### src/rtl/sub1_bit_deposit_pkg.sv
// Shared lookup definitions: FSM encoding, default widths and the MSB-first
// bit-index mapping used by both the single-bit extractor and this deposit block.
package sub1_bit_deposit_pkg;

  localparam int DEF_SUB_PKTS_LEN  = 8;
  localparam int DEF_L_BIT_ACT_LEN = 3;
  localparam int DEF_CNT_LEN       = 4;

  typedef enum logic [1:0] {
    ST_IDLE  = 2'd0,
    ST_ACCUM = 2'd1,
    ST_OUT   = 2'd2
  } state_e;

  // Action index 0 addresses the byte MSB, index 7 the LSB.
  function automatic logic [DEF_L_BIT_ACT_LEN-1:0] bit_pos(
    input logic [DEF_L_BIT_ACT_LEN-1:0] idx
  );
    return DEF_L_BIT_ACT_LEN'(DEF_SUB_PKTS_LEN - 1) - idx;
  endfunction

endpackage

### src/rtl/sub1_bit_deposit_core.sv
// Combinational single-bit write: computes next working byte, next written
// vector and whether the write conflicts with an earlier write to the same bit.
module sub1_bit_deposit_core
  import sub1_bit_deposit_pkg::*;
(
  input  logic [DEF_SUB_PKTS_LEN-1:0]  i_work,
  input  logic [DEF_SUB_PKTS_LEN-1:0]  i_written,
  input  logic [DEF_L_BIT_ACT_LEN-1:0] i_idx,
  input  logic                         i_val,
  input  logic                         i_mask,
  output logic [DEF_SUB_PKTS_LEN-1:0]  o_work,
  output logic [DEF_SUB_PKTS_LEN-1:0]  o_written,
  output logic                         o_hit
);

  logic [DEF_L_BIT_ACT_LEN-1:0] pos;

  always_comb begin
    pos       = bit_pos(i_idx);
    o_work    = i_work;
    o_written = i_written;
    o_hit     = 1'b0;
    if (i_mask) begin
      // Conflict compares against the value before this write; last write wins.
      o_hit          = i_written[pos] && (i_work[pos] != i_val);
      o_work[pos]    = i_val;
      o_written[pos] = 1'b1;
    end
  end

endmodule

### src/rtl/sub1_bit_deposit.sv
// Header byte bit-deposit block: loads a byte, applies masked MSB-first
// single-bit writes, then presents the modified byte with write count and conflict flag.
module sub1_bit_deposit
  import sub1_bit_deposit_pkg::*;
#(
  parameter int SUB_PKTS_LEN  = DEF_SUB_PKTS_LEN,
  parameter int L_BIT_ACT_LEN = DEF_L_BIT_ACT_LEN,
  parameter int CNT_LEN       = DEF_CNT_LEN
) (
  input  logic                     clk,
  input  logic                     areset,
  input  logic                     i_hdr_valid,
  input  logic [SUB_PKTS_LEN-1:0]  i_hdr,
  output logic                     o_hdr_ready,
  input  logic                     i_bit_act_valid,
  input  logic [L_BIT_ACT_LEN-1:0] i_bit_act,
  input  logic                     i_bit_in,
  input  logic                     i_bit_mask,
  input  logic                     i_bit_last,
  output logic                     o_bit_ready,
  output logic                     o_hdr_out_valid,
  output logic [SUB_PKTS_LEN-1:0]  o_hdr_out,
  output logic [CNT_LEN-1:0]       o_wr_cnt,
  output logic                     o_conflict,
  input  logic                     i_hdr_out_ready
);

  localparam logic [CNT_LEN-1:0] CNT_MAX = {CNT_LEN{1'b1}};

  state_e                  state_q, state_d;
  logic [SUB_PKTS_LEN-1:0] work_q, work_d;
  logic [SUB_PKTS_LEN-1:0] written_q, written_d;
  logic [CNT_LEN-1:0]      cnt_q, cnt_d;
  logic                    conflict_q, conflict_d;

  logic [SUB_PKTS_LEN-1:0] core_work;
  logic [SUB_PKTS_LEN-1:0] core_written;
  logic                    core_hit;

  sub1_bit_deposit_core u_core (
    .i_work    (work_q),
    .i_written (written_q),
    .i_idx     (i_bit_act),
    .i_val     (i_bit_in),
    .i_mask    (i_bit_mask),
    .o_work    (core_work),
    .o_written (core_written),
    .o_hit     (core_hit)
  );

  always_comb begin
    state_d    = state_q;
    work_d     = work_q;
    written_d  = written_q;
    cnt_d      = cnt_q;
    conflict_d = conflict_q;
    case (state_q)
      ST_IDLE: begin
        if (i_hdr_valid) begin
          work_d     = i_hdr;
          written_d  = '0;
          cnt_d      = '0;
          conflict_d = 1'b0;
          state_d    = ST_ACCUM;
        end
      end
      ST_ACCUM: begin
        if (i_bit_act_valid) begin
          work_d    = core_work;
          written_d = core_written;
          if (i_bit_mask && (cnt_q != CNT_MAX)) begin
            cnt_d = cnt_q + CNT_LEN'(1);
          end
          if (core_hit) begin
            conflict_d = 1'b1;
          end
          if (i_bit_last) begin
            state_d = ST_OUT;
          end
        end
      end
      ST_OUT: begin
        if (i_hdr_out_ready) begin
          state_d = ST_IDLE;
        end
      end
      default: state_d = ST_IDLE;
    endcase
  end

  always_ff @(posedge clk) begin
    if (areset) begin
      state_q    <= ST_IDLE;
      work_q     <= '0;
      written_q  <= '0;
      cnt_q      <= '0;
      conflict_q <= 1'b0;
    end else begin
      state_q    <= state_d;
      work_q     <= work_d;
      written_q  <= written_d;
      cnt_q      <= cnt_d;
      conflict_q <= conflict_d;
    end
  end

  // Handshake signals decode from state only, so no input-to-ready paths exist.
  assign o_hdr_ready     = (state_q == ST_IDLE);
  assign o_bit_ready     = (state_q == ST_ACCUM);
  assign o_hdr_out_valid = (state_q == ST_OUT);
  assign o_hdr_out       = work_q;
  assign o_wr_cnt        = cnt_q;
  assign o_conflict      = conflict_q;

endmodule

### config.mk
export PLATFORM = sky130hd
export DESIGN_NAME = sub1_bit_deposit
export DESIGN_NICKNAME = d
export VERILOG_FILES = /design/src/rtl/sub1_bit_deposit_pkg.sv /design/src/rtl/sub1_bit_deposit_core.sv /design/src/rtl/sub1_bit_deposit.sv
export SDC_FILE = /design/constraint.sdc
export NUM_CORES = 1
export LEC_CHECK = 0
export CELL_PAD_IN_SITES_DETAIL_PLACEMENT = 1
export CELL_PAD_IN_SITES_GLOBAL_PLACEMENT = 1
export CORE_AREA = 2 2 65 79
export CTS_CLUSTER_SIZE = 28
export DETAILED_ROUTE_END_ITERATION = 10
export DIE_AREA = 0 0 67 81
export GPL_TIMING_DRIVEN = 0
export PLACE_DENSITY_LB_ADDON = 0.2
export SYNTH_ARGS = -nofsm -noshare
export SYNTH_HDL_FRONTEND = slang
export SYNTH_HIERARCHICAL = 1
export SYNTH_SLANG_ARGS = --single-unit
### constraint.sdc
create_clock -name clk -period 1.7 [get_ports clk]
set_input_delay 0.34 -clock clk [delete_from_list [all_inputs] [get_ports clk]]
set_output_delay 0.34 -clock clk [all_outputs]
set_load 0.1 [all_outputs]
==> results.toml <==
[synth]
synth_seq_cells = 23
synth_nets = 180
async_flop_share = 0
yosys_warnings = 6
ys_top_cells_by_count = "dfxtp_1, a21oi_1, nand2_1"
syn_area_per_cell_um2 = 9.267
synth_top_cell_by_area = "dfxtp_1"
synth.distinct_cells = 44
yosysSeqAreaShare = 0.3105
netlist_area_um2 = 1483
yosysMostFrequentCell = "dfxtp_1"
ys.flop_type = "dfxtp_1"
synth_area_leaders = "dfxtp_1, mux2i_1, mux2_2, a21oi_1, a311oi_1"
synth.top_cell.area_share = 0.3105
syn_inst = 160
synth_edf_count = 0

[timing]
worst_pin_slew_ns = 0.6032
clock-skew-final_ns = 0.003040
fmax_mhz = 568.6
maxSlewHeadroom = 0.5899
fin_ws_ns = -0.05861
drv_slew = 0
hold_slack_ns = 0.4979
post-route-min-period_ns = 1.759
finalCritPeriodShare = 1.034
setup_tns_ns = -0.05861
rsz0062_at_grt = "true"
timing_hold_violations_final = 0
setup_violations = 1

[critical_path]
path_cells = "mux4_2, mux2i_1, xor2_1, nor2_1, nor2b_1, o31ai_1, a21oi_1"
cp_max_fo = 2
crit_type = "reg -> reg"
crit_path_end_kind = "register"
startpoint_type = "register"
cp.arrival_ns = 1.90
critPathRequiredTime_ns = 1.84
r2r_slack_ns = -0.06
slowest_delay_ns = 0.47
critPathSlowestCell = "mux4_2"

[pwr]
power.density_nw_per_um2 = 747.4
p_comb_frac = 0.370
leakage_nw = 0.7461
ir_drop_mv = 0.3070
switching_share = 0.3800
p_int_mw = 0.9316
clockPowerShare = 0.237
power.switching_mw = 0.5711
total_power_mw = 1.503
pwr-share-seq = 0.393

[floorplanning]
coreArea_um2 = 4765
row_count = 28
ios = 35
fp.dieW_um = 67
die_h_um = 81
die_area_um2 = 5427
start_util = 0.3112

[finish]
nets = 220
antenna_cells = 0
drive_gt1_frac = 0.3317
finish.instance_area_um2 = 2011
syn_to_final_growth_pct = 35.61
fin_cells = 259
post-route-util = 0.4220

[detailed_routing]
routed_via_density = 5.444
wirelength_um = 4675
ant_nets = 0
drc = 0
drt_first_pass_iters = 4
dr_total_vias = 1410
avgRoutedWirePerCell_um = 18.05
drt_iter0_markers = 38

[global_routing]
grt_pass1_wl_um = 7603
antenna_found_initial = 0
grtUsageTotal = 0.1850
overflow = 0
grt_max_degree = 13
first_global_vias = 1540

[place]
hpwl_um = 3542
pre_cts_slack_ns = -0.6799
numPortBuffers = 31
dpl-instance-area_um2 = 1902
gp_congestion = 0.7486
post-place-cells = 251

[min_path]
hold_class = "reg -> reg"

[clock_tree]
tritoncts = "built"
cts_buffers = 3
root_buffer = "clkbuf_8"
cts.sinks = 23
worstSkewPairLatency_ns = 0.27
clk_pin_slew_worst_paths_ns = 0.09
clockBufferDepth = 2
cts-htree-levels = 1

[status]
violations = "setup timing"
status = "finished, violations left"

[flow_run]
maxCapViolCount = 0
==> cells by family (layout without fill, tap and decap cells) <==
family,count (synthesis),count (layout),synth area share
buffers and inverters,16,55,0.07256
muxes,24,24,0.2051
DFF,23,23,0.3105
adders and majority gates,1,1,0.008437
xor gates and xnor gates,1,1,0.005908
and+or+nand+nor,53,53,0.2034
AOI/OAI and AO/OA,42,42,0.1941
==> area by class of cell <==
cell class	count	area (µm²)
clock buffer	4	45.04
multi-input combinational	121	920.9
inverter	5	23.77
sequential	23	494.2
buffer	11	91.34
timing repair buffer	35	360.3
fill	586	2754
tap	60	75.07
==> critical path, delay by kind of cell (launching register included) <==
family,cells,cell delay (ns)
multiplexers,2,0.64
flip-flops,1,0.35
AO/OA/AOI/OAI,2,0.30
AND/OR/NAND/NOR,2,0.25
XOR/XNOR,1,0.09
==> metal layers <==
layer,routed length (µm),global-route usage
met3,154,0.02493
met2,2587,0.3574
met5,0,0
met4,21,0.04694
met1,1911,0.2080
==> power groups by stage <==
stage          Sequential [mW]  Combinational [mW]  Clock, mW
2_1_floorplan            0.758               0.236          0
3_3_place_gp             0.607               0.523          0
3_5_place_dp             0.609               0.534          0
4_1_cts                  0.592               0.544      0.369
5_1_grt                  0.596               0.585      0.399
6_report                 0.591               0.556      0.356
==> what timing repair did <==
action | in CTS | in global routing
buffers inserted | 3 | 1
cloned | 0 | 0
hold buffers | 0 | 0
setup endpoints to repair | 24 | 5
pin swaps | 4 | 4
gates resized for setup | 64 | 7
==> cells in the final DEF (no fill, tap or decap), types with 7 or more instances in the layout <==
cell type,n
dfxtp_1,12
a21oi_1,15
a311oi_1,8
buf_4,7
mux2i_1,11
dfxtp_4,8
nand2_1,13
clkdlybuf4s50_1,13
o21ai_0,9
clkdlybuf4s15_2,12
mux2_2,8
nand2b_1,9
==> state kept, by name (all words and copies together), names as in the netlist <==
signal / count
written_q: 8
o_wr_cnt: 4
o_hdr_out: 8
o_conflict: 1
state_q: 2
==> worst paths after layout <==
| path | cells after the start | to | start |
|---|---|---|---|
| hold / removal | 2 | o_wr_cnt[1] | o_wr_cnt[1] |
| hold reg to reg | 2 | o_wr_cnt[1] | o_wr_cnt[1] |
| setup / recovery | 7 | o_conflict | o_hdr_out[0] |
| setup reg to reg | 7 | o_conflict | o_hdr_out[0] |
Power figures use the tool's default switching activity.
